<file path="src/rtl/pc_fetch_stage_if.sv">
// Bundle of the fetch stage's handshake and bus signals: the instruction-memory
// request/response channel, the EX redirect input, the IF/ID output, and the
// misalignment flag. The master side is the fetch stage; the slave side is its
// environment.
interface pc_fetch_stage_if #(
  parameter int XLEN = 32
);
  logic            imem_req_valid;
  logic            imem_req_ready;
  logic [XLEN-1:0] imem_req_addr;
  logic            imem_rsp_valid;
  logic [XLEN-1:0] imem_rsp_data;
  logic            redirect_valid;
  logic [XLEN-1:0] redirect_pc;
  logic            if_valid;
  logic            if_ready;
  logic [XLEN-1:0] if_pc;
  logic [XLEN-1:0] if_instr;
  logic            err_misaligned;

  modport master (
    output imem_req_valid, imem_req_addr, if_valid, if_pc, if_instr, err_misaligned,
    input  imem_req_ready, imem_rsp_valid, imem_rsp_data, redirect_valid, redirect_pc, if_ready
  );

  modport slave (
    input  imem_req_valid, imem_req_addr, if_valid, if_pc, if_instr, err_misaligned,
    output imem_req_ready, imem_rsp_valid, imem_rsp_data, redirect_valid, redirect_pc, if_ready
  );
endinterface

</file>
<file path="src/rtl/pc_fetch_stage.sv">
// Program counter and single-outstanding instruction-fetch sequencer.
// One request at a time: FETCH issues, WAIT collects the word, OUT presents
// {pc, instr} to decode. A redirect from EX replaces the PC and poisons any
// in-flight fetch through the kill flag so its response is discarded.
module pc_fetch_stage #(
  parameter int              XLEN     = 32,
  parameter logic [XLEN-1:0] RESET_PC = '0
) (
  input logic                clk,
  input logic                rst,
  pc_fetch_stage_if.master   bus
);

  typedef enum logic [1:0] {
    S_IDLE,
    S_FETCH,
    S_WAIT,
    S_OUT
  } state_t;

  state_t          state_q, state_d;
  logic [XLEN-1:0] pc_q, pc_d;
  logic            kill_q, kill_d;
  logic [XLEN-1:0] if_pc_q, if_pc_d;
  logic [XLEN-1:0] if_instr_q, if_instr_d;
  logic            req_valid_q, req_valid_d;
  logic            if_valid_q, if_valid_d;
  logic            err_q, err_d;

  // Next-state, PC and capture logic; redirect overrides every normal transition.
  always_comb begin
    state_d    = state_q;
    pc_d       = pc_q;
    kill_d     = kill_q;
    if_pc_d    = if_pc_q;
    if_instr_d = if_instr_q;
    err_d      = 1'b0;

    if (bus.redirect_valid) begin
      pc_d  = {bus.redirect_pc[XLEN-1:2], 2'b00};
      err_d = |bus.redirect_pc[1:0];
      unique case (state_q)
        S_IDLE:  state_d = S_FETCH;
        S_FETCH: begin
          // An accepted request is already in flight; its response must be dropped.
          if (bus.imem_req_ready) begin
            kill_d  = 1'b1;
            state_d = S_WAIT;
          end else begin
            state_d = S_FETCH;
          end
        end
        S_WAIT: begin
          if (bus.imem_rsp_valid) begin
            kill_d  = 1'b0;
            state_d = S_FETCH;
          end else begin
            kill_d  = 1'b1;
            state_d = S_WAIT;
          end
        end
        S_OUT:   state_d = S_FETCH;
        default: state_d = S_IDLE;
      endcase
    end else begin
      unique case (state_q)
        S_IDLE:  state_d = S_FETCH;
        S_FETCH: begin
          if (bus.imem_req_ready) begin
            state_d = S_WAIT;
          end
        end
        S_WAIT: begin
          if (bus.imem_rsp_valid) begin
            if (kill_q) begin
              kill_d  = 1'b0;
              state_d = S_FETCH;
            end else begin
              if_instr_d = bus.imem_rsp_data;
              if_pc_d    = pc_q;
              state_d    = S_OUT;
            end
          end
        end
        S_OUT: begin
          if (bus.if_ready) begin
            pc_d    = pc_q + XLEN'(4);
            state_d = S_FETCH;
          end
        end
        default: state_d = S_IDLE;
      endcase
    end

    // Handshake outputs are decoded from the next state so they leave a flop.
    req_valid_d = (state_d == S_FETCH);
    if_valid_d  = (state_d == S_OUT);
  end

  // State and output registers; reset clears everything and abandons any request.
  always_ff @(posedge clk) begin
    if (rst) begin
      state_q     <= S_IDLE;
      pc_q        <= RESET_PC;
      kill_q      <= 1'b0;
      if_pc_q     <= '0;
      if_instr_q  <= '0;
      req_valid_q <= 1'b0;
      if_valid_q  <= 1'b0;
      err_q       <= 1'b0;
    end else begin
      state_q     <= state_d;
      pc_q        <= pc_d;
      kill_q      <= kill_d;
      if_pc_q     <= if_pc_d;
      if_instr_q  <= if_instr_d;
      req_valid_q <= req_valid_d;
      if_valid_q  <= if_valid_d;
      err_q       <= err_d;
    end
  end

  assign bus.imem_req_valid = req_valid_q;
  assign bus.imem_req_addr  = pc_q;
  assign bus.if_valid       = if_valid_q;
  assign bus.if_pc          = if_pc_q;
  assign bus.if_instr       = if_instr_q;
  assign bus.err_misaligned = err_q;

endmodule
</file>
<file path="src/flat_wrapper.sv">
// flat-port wrapper written by rule: the top's interface ports become plain ports
module pc_fetch_stage_flat 
#(
  parameter int              XLEN     = 32,
  parameter logic [XLEN-1:0] RESET_PC = '0
)
  (clk, rst, bus_imem_req_valid, bus_imem_req_addr, bus_if_valid, bus_if_pc, bus_if_instr, bus_err_misaligned, bus_imem_req_ready, bus_imem_rsp_valid, bus_imem_rsp_data, bus_redirect_valid, bus_redirect_pc, bus_if_ready);
  pc_fetch_stage_if #(.XLEN(XLEN)) bus_i ();
  input logic clk;
  input logic rst;
  output wire logic [$bits(bus_i.imem_req_valid)-1:0] bus_imem_req_valid;
  output wire logic [$bits(bus_i.imem_req_addr)-1:0] bus_imem_req_addr;
  output wire logic [$bits(bus_i.if_valid)-1:0] bus_if_valid;
  output wire logic [$bits(bus_i.if_pc)-1:0] bus_if_pc;
  output wire logic [$bits(bus_i.if_instr)-1:0] bus_if_instr;
  output wire logic [$bits(bus_i.err_misaligned)-1:0] bus_err_misaligned;
  input wire logic [$bits(bus_i.imem_req_ready)-1:0] bus_imem_req_ready;
  input wire logic [$bits(bus_i.imem_rsp_valid)-1:0] bus_imem_rsp_valid;
  input wire logic [$bits(bus_i.imem_rsp_data)-1:0] bus_imem_rsp_data;
  input wire logic [$bits(bus_i.redirect_valid)-1:0] bus_redirect_valid;
  input wire logic [$bits(bus_i.redirect_pc)-1:0] bus_redirect_pc;
  input wire logic [$bits(bus_i.if_ready)-1:0] bus_if_ready;
  assign bus_imem_req_valid = bus_i.imem_req_valid;
  assign bus_imem_req_addr = bus_i.imem_req_addr;
  assign bus_if_valid = bus_i.if_valid;
  assign bus_if_pc = bus_i.if_pc;
  assign bus_if_instr = bus_i.if_instr;
  assign bus_err_misaligned = bus_i.err_misaligned;
  assign bus_i.imem_req_ready = bus_imem_req_ready;
  assign bus_i.imem_rsp_valid = bus_imem_rsp_valid;
  assign bus_i.imem_rsp_data = bus_imem_rsp_data;
  assign bus_i.redirect_valid = bus_redirect_valid;
  assign bus_i.redirect_pc = bus_redirect_pc;
  assign bus_i.if_ready = bus_if_ready;
  pc_fetch_stage #(.XLEN(XLEN), .RESET_PC(RESET_PC)) u_core (.clk(clk), .rst(rst), .bus(bus_i));
endmodule
</file>
<file path="config.mk">
export PLATFORM = sky130hd
export DESIGN_NAME = pc_fetch_stage_flat
export DESIGN_NICKNAME = d
export VERILOG_FILES = /design/src/rtl/pc_fetch_stage_if.sv /design/src/rtl/pc_fetch_stage.sv /design/src/flat_wrapper.sv
export SDC_FILE = /design/constraint.sdc
export NUM_CORES = 1
export LEC_CHECK = 0
export ABC_AREA = 1
export CAP_MARGIN = 10
export CORE_ASPECT_RATIO = 0.7
export CORE_UTILIZATION = 45
export DETAILED_ROUTE_END_ITERATION = 16
export MAX_ROUTING_LAYER = met4
export PLACE_DENSITY_LB_ADDON = 0.2
export SYNTH_ARGS = -nofsm -noshare
export SYNTH_HDL_FRONTEND = slang
export SYNTH_SLANG_ARGS = --single-unit
</file>
<file path="constraint.sdc">
create_clock -name clk -period 2 [get_ports clk]
set_input_delay 0.4 -clock clk [delete_from_list [all_inputs] [get_ports clk]]
set_output_delay 0.4 -clock clk [all_outputs]
set_load 0.02 [all_outputs]
</file>
### After elaboration in Yosys (flattened, before gate mapping)

Cells that the tools add are included.

| storage, ports and cells | value |
|---|---|
| flip-flop bits (word level) | 102 |
| bits of input ports | 70 |

| cells by class | value |
|---|---|
| $add $sub $neg | 1 |
| equality and inequality tests | 6 |
| muxes and demuxes | 18 |
| bitwise operators | 2 |
| reductions and logical operators | 14 |

Operator list:

| cell | number |
|---|---|
| $mux W32 | 3 |
| $add A32 B3 Y32 const B | 1 |
| $mux W2 | 7 |
| $reduce_bool A2 Y1 | 5 |
| $pmux W2 S4 | 1 |
| $reduce_and A4 Y1 | 2 |
| $reduce_or A2 Y1 | 4 |
| $eq A2 B2 Y1 const B | 3 |
| $pmux W2 S3 | 1 |
| $mux W1 | 5 |
| $eq A2 B1 Y1 const B | 2 |
| $reduce_and A2 Y1 | 2 |
| $ne A3 B3 Y1 const B | 1 |
| $logic_not A2 Y1 | 1 |
| $not A1 Y1 | 2 |
| $pmux W1 S2 | 1 |

### Longest topological paths before layout

Gate-level depths: netlist (run 1).

| logic depth | value |
|---|---|
| depth after elaboration | 5 |
| mapped depth | 10 |
| gate-level depth less buffers | 10 |

### Worst setup path before layout (run 1)

OpenSTA, ideal clock, no wires.

| timing | value |
|---|---|
| path type | register to register |
| start point | register u_core.pc_q[3], in the netlist u_core.bus.imem_req_addr[3] |
| end point | register u_core.pc_q[30], in the netlist u_core.bus.imem_req_addr[30] |
| library setup time | 113 ps |
| data arrival time | 1489 ps |
| data required time | 1887 ps |
| slack | 398 ps |
| stages on the path, launching flop included | 11 |
| path buffers | 0 |
| period minus slack after synthesis | 1602 ps |
| cells stage by stage | dfxtp_1 -> ha_1 -> nand2_2 -> nor2_4 -> nand2_4 -> nor3_2 -> nand2_1 -> nand2_1 -> nand2_1 -> o21ai_1 -> inv_1 |

| on the way | value |
|---|---|
| word-level cells in the longest chain between the ends | 4 |

RTL lines:

| item | RTL line | source |
|---|---|---|
| start, declared | pc_fetch_stage.sv:22 | `logic [XLEN-1:0] pc_q, pc_d;` |
| start signal, assigned | pc_fetch_stage.sv:113 | `pc_q <= pc_d;` |
| $add A32 B3 Y32 | pc_fetch_stage.sv:87 | `pc_d = pc_q + XLEN'(4);` |
| $mux W32 | pc_fetch_stage.sv:86 | `if (bus.if_ready) begin` |
| $mux W32 | pc_fetch_stage.sv:66 | `unique case (state_q)` |
| $mux W32 | pc_fetch_stage.sv:39 | `if (bus.redirect_valid) begin` |

Every way passes these cells. The select of a mux whose other input is x is not followed.
A chain may end at the register's enable or synchronous reset.

### Worst setup path after layout (run 1)

| timing | value |
|---|---|
| start point | register u_core.pc_q[10], in the netlist u_core.bus.imem_req_addr[10] |
| end point | output port bus_imem_req_addr[10] |

RTL lines:

| item | RTL line | source |
|---|---|---|
| end, declared | flat_wrapper.sv:12 | `output wire logic [$bits(bus_i.imem_req_addr)-1:0] bus_imem_req_addr;` |

No word-level cell between the ends.

==> key figures, run 1 <==
Min path
  – WHS Path Cells: 2
  – Hold Crit Class: register to register
  – Hold path endpoint: u_core.kill_q$_SDFFE_PP0P_
  – Hold Crit Start: u_core.kill_q$_SDFFE_PP0P_

Pwr
  – Leakage Power: 2.686 nW
  – Peak supply drop: 0.4372 mV
  – Pwr Total: 4.489 mW
  – Cell Pwr Density: 673.8 nW/um2

GRT
  – First-pass GRT wire length: 22,110 um
  – Pin count of the biggest net entering global routing: 73
  – GRT Residual Overflow: 0
  – Number of global-route vias before repair: 4,471
  – Tot GR Track Use: 27.58%
  – Initial antenna violation count: 0

Worst setup path
  – Reg2reg end: u_core.bus.if_pc[26]$_SDFFE_PP0P_
  – Crit path DAT: 1510 ps
  – Worst R2R Setup Slack: 180 ps
  – CP max-delay cell: clkdlybuf4s50_1
  – Bufs and invs on worst path: 1
  – Cell depth of the worst flop-to-flop path: 9
  – Crit path cell chain: clkdlybuf4s50_1
  – Crit path launch type: register
  – Reg-to-reg startpoint: u_core.state_q[0]$_SDFF_PP0_
  – Worst Path Required: 1600 ps
  – Crit. End Element: primary output
  – CP delay by family, top: buffers and inverters
  – Crit-path max cell delay: 670 ps
  – Critical setup path kind: register to primary output
  – Worst-path maximum fanout: 6

STA
  – Max Freq: 0.5222 GHz
  – Layout Skew: 6.275 ps
  – Hold violation total from the final report: 0
  – Max-slew violation count: 0
  – Tcrit/Tclk final: 95.74%
  – Fin crit period: 1915 ps
  – Final setup fails: 0
  – RSZ-0062 raised after global routing: false
  – Setup TNS: 0 ps

Logic synthesis
  – Syn Inst Count: 646
  – Synth Warn #: 0
  – Syn avg cell area: 7.135 um2
  – Seq/Total Area, Yosys: 42.56%
  – Synth area leaders: dfxtp_1 43%, nor2_1 9.4%, o21ai_0 8.6%, nand2_1 8.1%, a21oi_1 4.8%
  – Synth cell types: 35
  – Yosys reg bits: 98
  – Area leader, netlist: dfxtp_1
  – Area of the mapped netlist: 4609 um2
  – Post-synth top area share: 42.56%

Die
  – Die Wd: 123.0 um
  – Initial Util: 46.87%
  – Total die area: 10,660 um2
  – IO Pins: 169
  – Core area: 9834 um2
  – Site row count: 30
  – Die Ht: 86.68 um

Clock network
  – Hold_buf cts: 0
  – Clock root cell: clkbuf_16
  – Bufs on Longest Clock Path: 2
  – H-tree Lvls: 3
  – Post-CTS Setup Bufs: 0
  – Clk_lat worst skew: 340 ps
  – CTS clock-pin slew for the worst setup and hold paths: 70 ps
  – Num CTS Buffers: 9
  – Clk sinks: 98
  – CTS tree: done

Cells and area
  – Total Nets Final: 880
  – N_diodes: 0
  – Area Growth Syn to Fin: 44.54%
  – Core Util, Final: 67.75%
  – Layout cells sized above 1: 6.948%
  – Number of fill cells: 844

Routing
  – Post-DRT Antenna Nets: 0
  – DR WL/cell: 14.94 um
  – Routed WL: 13,950 um
  – Vias per inst: 5.177
  – DRT Pass-1 Iters: 5
  – # DRC: 0
  – Vias post-DR: 4,835
  – Initial DRC count: 421

Run status
  – Status: finished, final reports clean

Place
  – Placer congestion estimate: 0.9032
  – HPWL after DPL: 10,110 um
  – PortBufs: 164

Run
  – Max-cap viol count: 0
-- state kept, by name (all words and copies together) (netlist names) --
register / count
u_core.bus.err_misaligned: 1
u_core.bus.if_instr: 32
u_core.bus.if_pc: 30
u_core.bus.if_valid: 1
u_core.bus.imem_req_addr: 30
u_core.bus.imem_req_valid: 1
u_core.kill_q: 1
u_core.state_q: 2
-- cell families (layout without fill, tap and decap cells) --
kind of cell             count (synthesis)  in the layout  synth area share [%]
AO/OA/AOI/OAI                          149            149                 17.02
XOR/XNOR                                 9              9                 1.710
adder cells (fa/ha/maj)                  8              8                 2.172
buffers and inverters                   98            255                 9.229
flip-flops                              98             98                 42.56
other                                    1              4               0.08136
AND/OR/NAND/NOR                        283            283                 27.23
-- Yosys cell counts --
| master | count |
|---|---|
| a211oi_1 | 1 |
| a21oi_1 | 44 |
| a21oi_2 | 3 |
| a22oi_1 | 1 |
| a31oi_1 | 10 |
| and3_1 | 1 |
| buf_1 | 3 |
| buf_2 | 9 |
| buf_4 | 7 |
| buf_6 | 2 |
| clkbuf_1 | 13 |
| conb_1 | 1 |
| dfxtp_1 | 98 |
| ha_1 | 8 |
| inv_1 | 58 |
| inv_2 | 4 |
| inv_4 | 2 |
| nand2_1 | 100 |
| nand2_2 | 4 |
| nand2_4 | 3 |
| nand3_1 | 33 |
| nand3_2 | 1 |
| nand4_1 | 5 |
| nor2_1 | 116 |
| nor2_2 | 2 |
| nor2_4 | 8 |
| nor3_1 | 6 |
| nor3_2 | 1 |
| nor3_4 | 1 |
| nor3b_1 | 1 |
| nor4_1 | 1 |
| o211ai_1 | 4 |
| o21ai_0 | 79 |
| o21ai_1 | 7 |
| xor2_1 | 9 |
-- metrics by stage --
stage / cell area [um2] / instances / setup slack, ps / hold slack (ps)
3_5_place_dp: 6357 / 919 / -18.03 / 464.4
4_1_cts: 6660 / 934 / 91.19 / 476.1
2_1_floorplan: 4621 / 649 / 398.2 / 439.6
6_report: 6663 / 934 / 85.13 / 474.6
3_3_place_gp: 6357 / 919 / 64.81 / 457.7
5_1_grt: 6663 / 934 / 1.320 / 495.0
-- power by group --
group	switching [mW]	total, mW	internal (mW)
combinational	0.327	0.641	0.314
sequential	0.0760	2.09	2.02
clock	0.750	1.75	1.01
total	1.15	4.49	3.34
-- layer usage --
| layer | vias up | part of all wire, % | track usage, % |
|---|---|---|---|
| met4 | 0 | 1.3 | 6.984 |
| met3 | 18 | 9.0 | 6.645 |
| met1 | 2207 | 48 | 37.69 |
| li1 | 2392 | - | - |
| met5 | - | 0 | - |
| met2 | 218 | 42 | 40.70 |
-- cells in the final DEF, fill, tap and decap left out, drive strengths merged, types with 10 or more instances in the layout --
| cell | instances |
|---|---|
| clkdlybuf4s50 | 164 |
| nor2 | 126 |
| nand2 | 107 |
| dfxtp | 98 |
| o21ai | 86 |
| inv | 65 |
| a21oi | 47 |
| nand3 | 34 |
| buf | 12 |
| a31oi | 10 |
| clkbuf | 10 |
-- worst max path at each step --
| stage | from | to | slack [ps] | depth (start not counted) |
|---|---|---|---|---|
| final | u_core.bus.imem_req_addr[10]$_SDFFE_PP0P_ | bus_imem_req_addr[10] | 90 | 1 |
| after global routing | u_core.state_q[0]$_SDFF_PP0_ | u_core.bus.if_pc[26]$_SDFFE_PP0P_ | 1 | 9 |
| after CTS | u_core.bus.imem_req_addr[16]$_SDFFE_PP0P_ | bus_imem_req_addr[16] | 90 | 1 |
| after detailed placement | bus_imem_rsp_valid | u_core.bus.if_instr[3]$_SDFFE_PP0P_ | -20 | 8 |
| after global placement | bus_imem_rsp_valid | u_core.bus.if_instr[25]$_SDFFE_PP0P_ | 60 | 8 |
| after floorplan | u_core.bus.imem_req_addr[3]$_SDFFE_PP0P_ | u_core.bus.imem_req_addr[30]$_SDFFE_PP0P_ | 400 | 10 |
-- repair_timing --
| action | in CTS | in global routing |
|---|---|---|
| hold endpoints to repair | 0 | 0 |
| endpoints found under the setup margin | 0 | 36 |
| resized for setup | 0 | 2 |
-- cell type report --
cell class              instances  area [um2]  area share [%]
repair buffers                176        1757           26.37
well taps                     128       160.2           2.404
multi-input cells             453        2233           33.52
inverters                      64       247.7           3.718
flip-flops and latches         98        1962           29.45
clock inverters                 5       63.81          0.9577
clock buffers                  10       239.0           3.587
Note: power is estimated with default switching activity, not from simulation.
==> run 2, diff against run 1 <==
--- a/config.mk
+++ b/config.mk
@@ -6,7 +6,6 @@
 export NUM_CORES = 1
 export LEC_CHECK = 0
 export ABC_AREA = 1
-export CAP_MARGIN = 10
 export CORE_ASPECT_RATIO = 0.7
 export CORE_UTILIZATION = 45
 export DETAILED_ROUTE_END_ITERATION = 16
==> constraint.sdc (replaced) <==
create_clock -name clk -period 1.82 [get_ports clk]
set_input_delay 0.364 -clock clk [delete_from_list [all_inputs] [get_ports clk]]
set_output_delay 0.364 -clock clk [all_outputs]
set_load 0.02 [all_outputs]
==> run 2 against run 1 <==
Cell area rose by 1.1%. Via count is 0.43% lower. Critical path depth unchanged. Total power is 11% higher. Utilization grew 0.74 points. Combinational power increased by 11%. Global-route usage rose by 0.19 points. Non-clock buffer count increased by 6. Critical path type unchanged. Sequential cell count unchanged. Clock-buffer cell count fell by 1. Largest power group unchanged. Sequential power rose by 9.6%.
==> key figures, run 2 (synthesized netlist as in run 1, its figures left out) <==
Pwr
  – Pwr Total: 4.984 mW
  – Cell Pwr Density: 740.0 nW/um2
  – Sw Share: 26.68%
  – Flop pwr share: 46.0%
  – Leakage Power: 2.903 nW
  – Int Power: 3.654 mW
  – Clock power share: 39.7%
  – Gate power share: 14.3%
  – Peak supply drop: 0.4586 mV
  – Sw Pwr: 1.330 mW

Die
  – Die Wd: 123.0 um
  – IO Pins: 169
  – Total die area: 10,660 um2
  – Die Ht: 86.68 um
  – Site row count: 30
  – Core area: 9834 um2
  – Initial Util: 46.87%

STA
  – Max-slew violation count: 0
  – RSZ-0062 raised after global routing: true
  – Setup TNS: 0 ps
  – Layout Skew: 6.644 ps
  – Worst slew pin tran: 626.8 ps
  – Fin crit period: 1794 ps
  – Tcrit/Tclk final: 98.56%
  – Max Freq: 0.5575 GHz
  – Hold violation total from the final report: 0
  – Normalized max-slew margin: 58.15%
  – Final setup fails: 0
  – Final setup margin: 26.14 ps

Run status
  – Status: finished, final reports clean

Worst setup path
  – Worst Path Required: 1460 ps
  – Bufs and invs on worst path: 1
  – Worst-path maximum fanout: 4
  – Crit path DAT: 1430 ps
  – CP max-delay cell: clkdlybuf4s50_1
  – Crit-path max cell delay: 660 ps
  – Crit path launch type: register
  – CP delay by family, top: buffers and inverters
  – Crit. End Element: primary output
  – Critical setup path kind: register to primary output
  – Crit path cell chain: clkdlybuf4s50_1

Routing
  – DRT Pass-1 Iters: 5
  – Uppermost layer routed: met4
  – Routed WL: 14,130 um
  – Vias post-DR: 4,814
  – Vias per inst: 5.116
  – Met2 WL post-DR: 6105 um
  – WL met1: 6857 um
  – Met3 wire len: 1011 um
  – # DRC: 0
  – DR WL/cell: 15.01 um
  – Initial DRC count: 352
  – Post-DRT Antenna Nets: 0

Place
  – Inst Count DP: 925
  – HPWL after DPL: 10,310 um
  – PortBufs: 164
  – Placer congestion estimate: 0.9110
  – Pre-CTS setup slack: -119.1 ps

Clock network
  – Bufs on Longest Clock Path: 2
  – CTS clock-pin slew for the worst setup and hold paths: 70 ps
  – Clk_lat worst skew: 350 ps
  – Num CTS Buffers: 9
  – Clk sinks: 98
  – Clock root cell: clkbuf_16
  – Post-CTS Setup Bufs: 0
  – CTS tree: done
  – Hold_buf cts: 0
  – H-tree Lvls: 3
  – # resized after CTS: 11

Cells and area
  – Number of fill cells: 826
  – Core Util, Final: 68.49%
  – Layout cells sized above 1: 7.872%
  – N_diodes: 0
  – Area Growth Syn to Fin: 46.12%
  – Cell Count, Final, Fillers Out: 941
  – Most frequent cells in the layout: 144 x clkdlybuf4s50_1, 116 x nor2_1, 100 x nand2_1
  – Commonest non-fill, non-tap cell in the layout: clkdlybuf4s50_1
  – Largest register FFs: 32
  – Total Nets Final: 886

Run
  – Max-cap viol count: 0

Min path
  – Hold Crit Class: register to register

GRT
  – Pin count of the biggest net entering global routing: 73
  – GRT Residual Overflow: 0
  – Number of global-route vias before repair: 4,390
  – Initial antenna violation count: 0
  – First-pass GRT wire length: 22,070 um
  – Tot GR Track Use: 27.76%
[run 2: final cells by class]
cell class	instances	area [um2]	area share [%]
flip-flops and latches	98	1963	29.15
repair buffers	182	1823	27.07
inverters	64	245.2	3.641
clock buffers	9	225.2	3.344
well taps	128	160.2	2.378
multi-input cells	453	2233	33.16
clock inverters	7	85.08	1.263
[run 2: through the flow]
stage / cell area [um2] / hold WS [ps]
5_1_grt: 6735 / 505.2
6_report: 6735 / 473.8
3_3_place_gp: 6415 / 467.0
2_1_floorplan: 4621 / 439.6
4_1_cts: 6711 / 474.3
3_5_place_dp: 6415 / 462.2
[run 2: path summary, 6_finish.rpt]
check                                       startpoint                               end  slack, ps  cells after the start
max          u_core.bus.imem_req_addr[14]$_SDFFE_PP0P_             bus_imem_req_addr[14]         30                      1
min                         u_core.kill_q$_SDFFE_PP0P_        u_core.kill_q$_SDFFE_PP0P_        470                      2
max reg2reg               u_core.state_q[0]$_SDFF_PP0_  u_core.bus.if_pc[3]$_SDFFE_PP0P_        140                      9
min reg2reg                 u_core.kill_q$_SDFFE_PP0P_        u_core.kill_q$_SDFFE_PP0P_        470                      2
[run 2: power groups by stage]
stage	sequential [mW]	combinational (mW)	clock (mW)
5_1_grt	2.30	0.771	2.12
4_1_cts	2.29	0.717	2.02
3_5_place_dp	2.34	0.721	0
3_3_place_gp	2.34	0.713	0
6_report	2.29	0.714	1.98
2_1_floorplan	2.41	0.261	0
[run 2: metal layers]
layer | vias up | track usage [%]
met1 | 2210 | 38.63
li1 | 2407 | -
met3 | 10 | 6.184
met5 | - | -
met4 | 0 | 5.987
met2 | 187 | 40.96
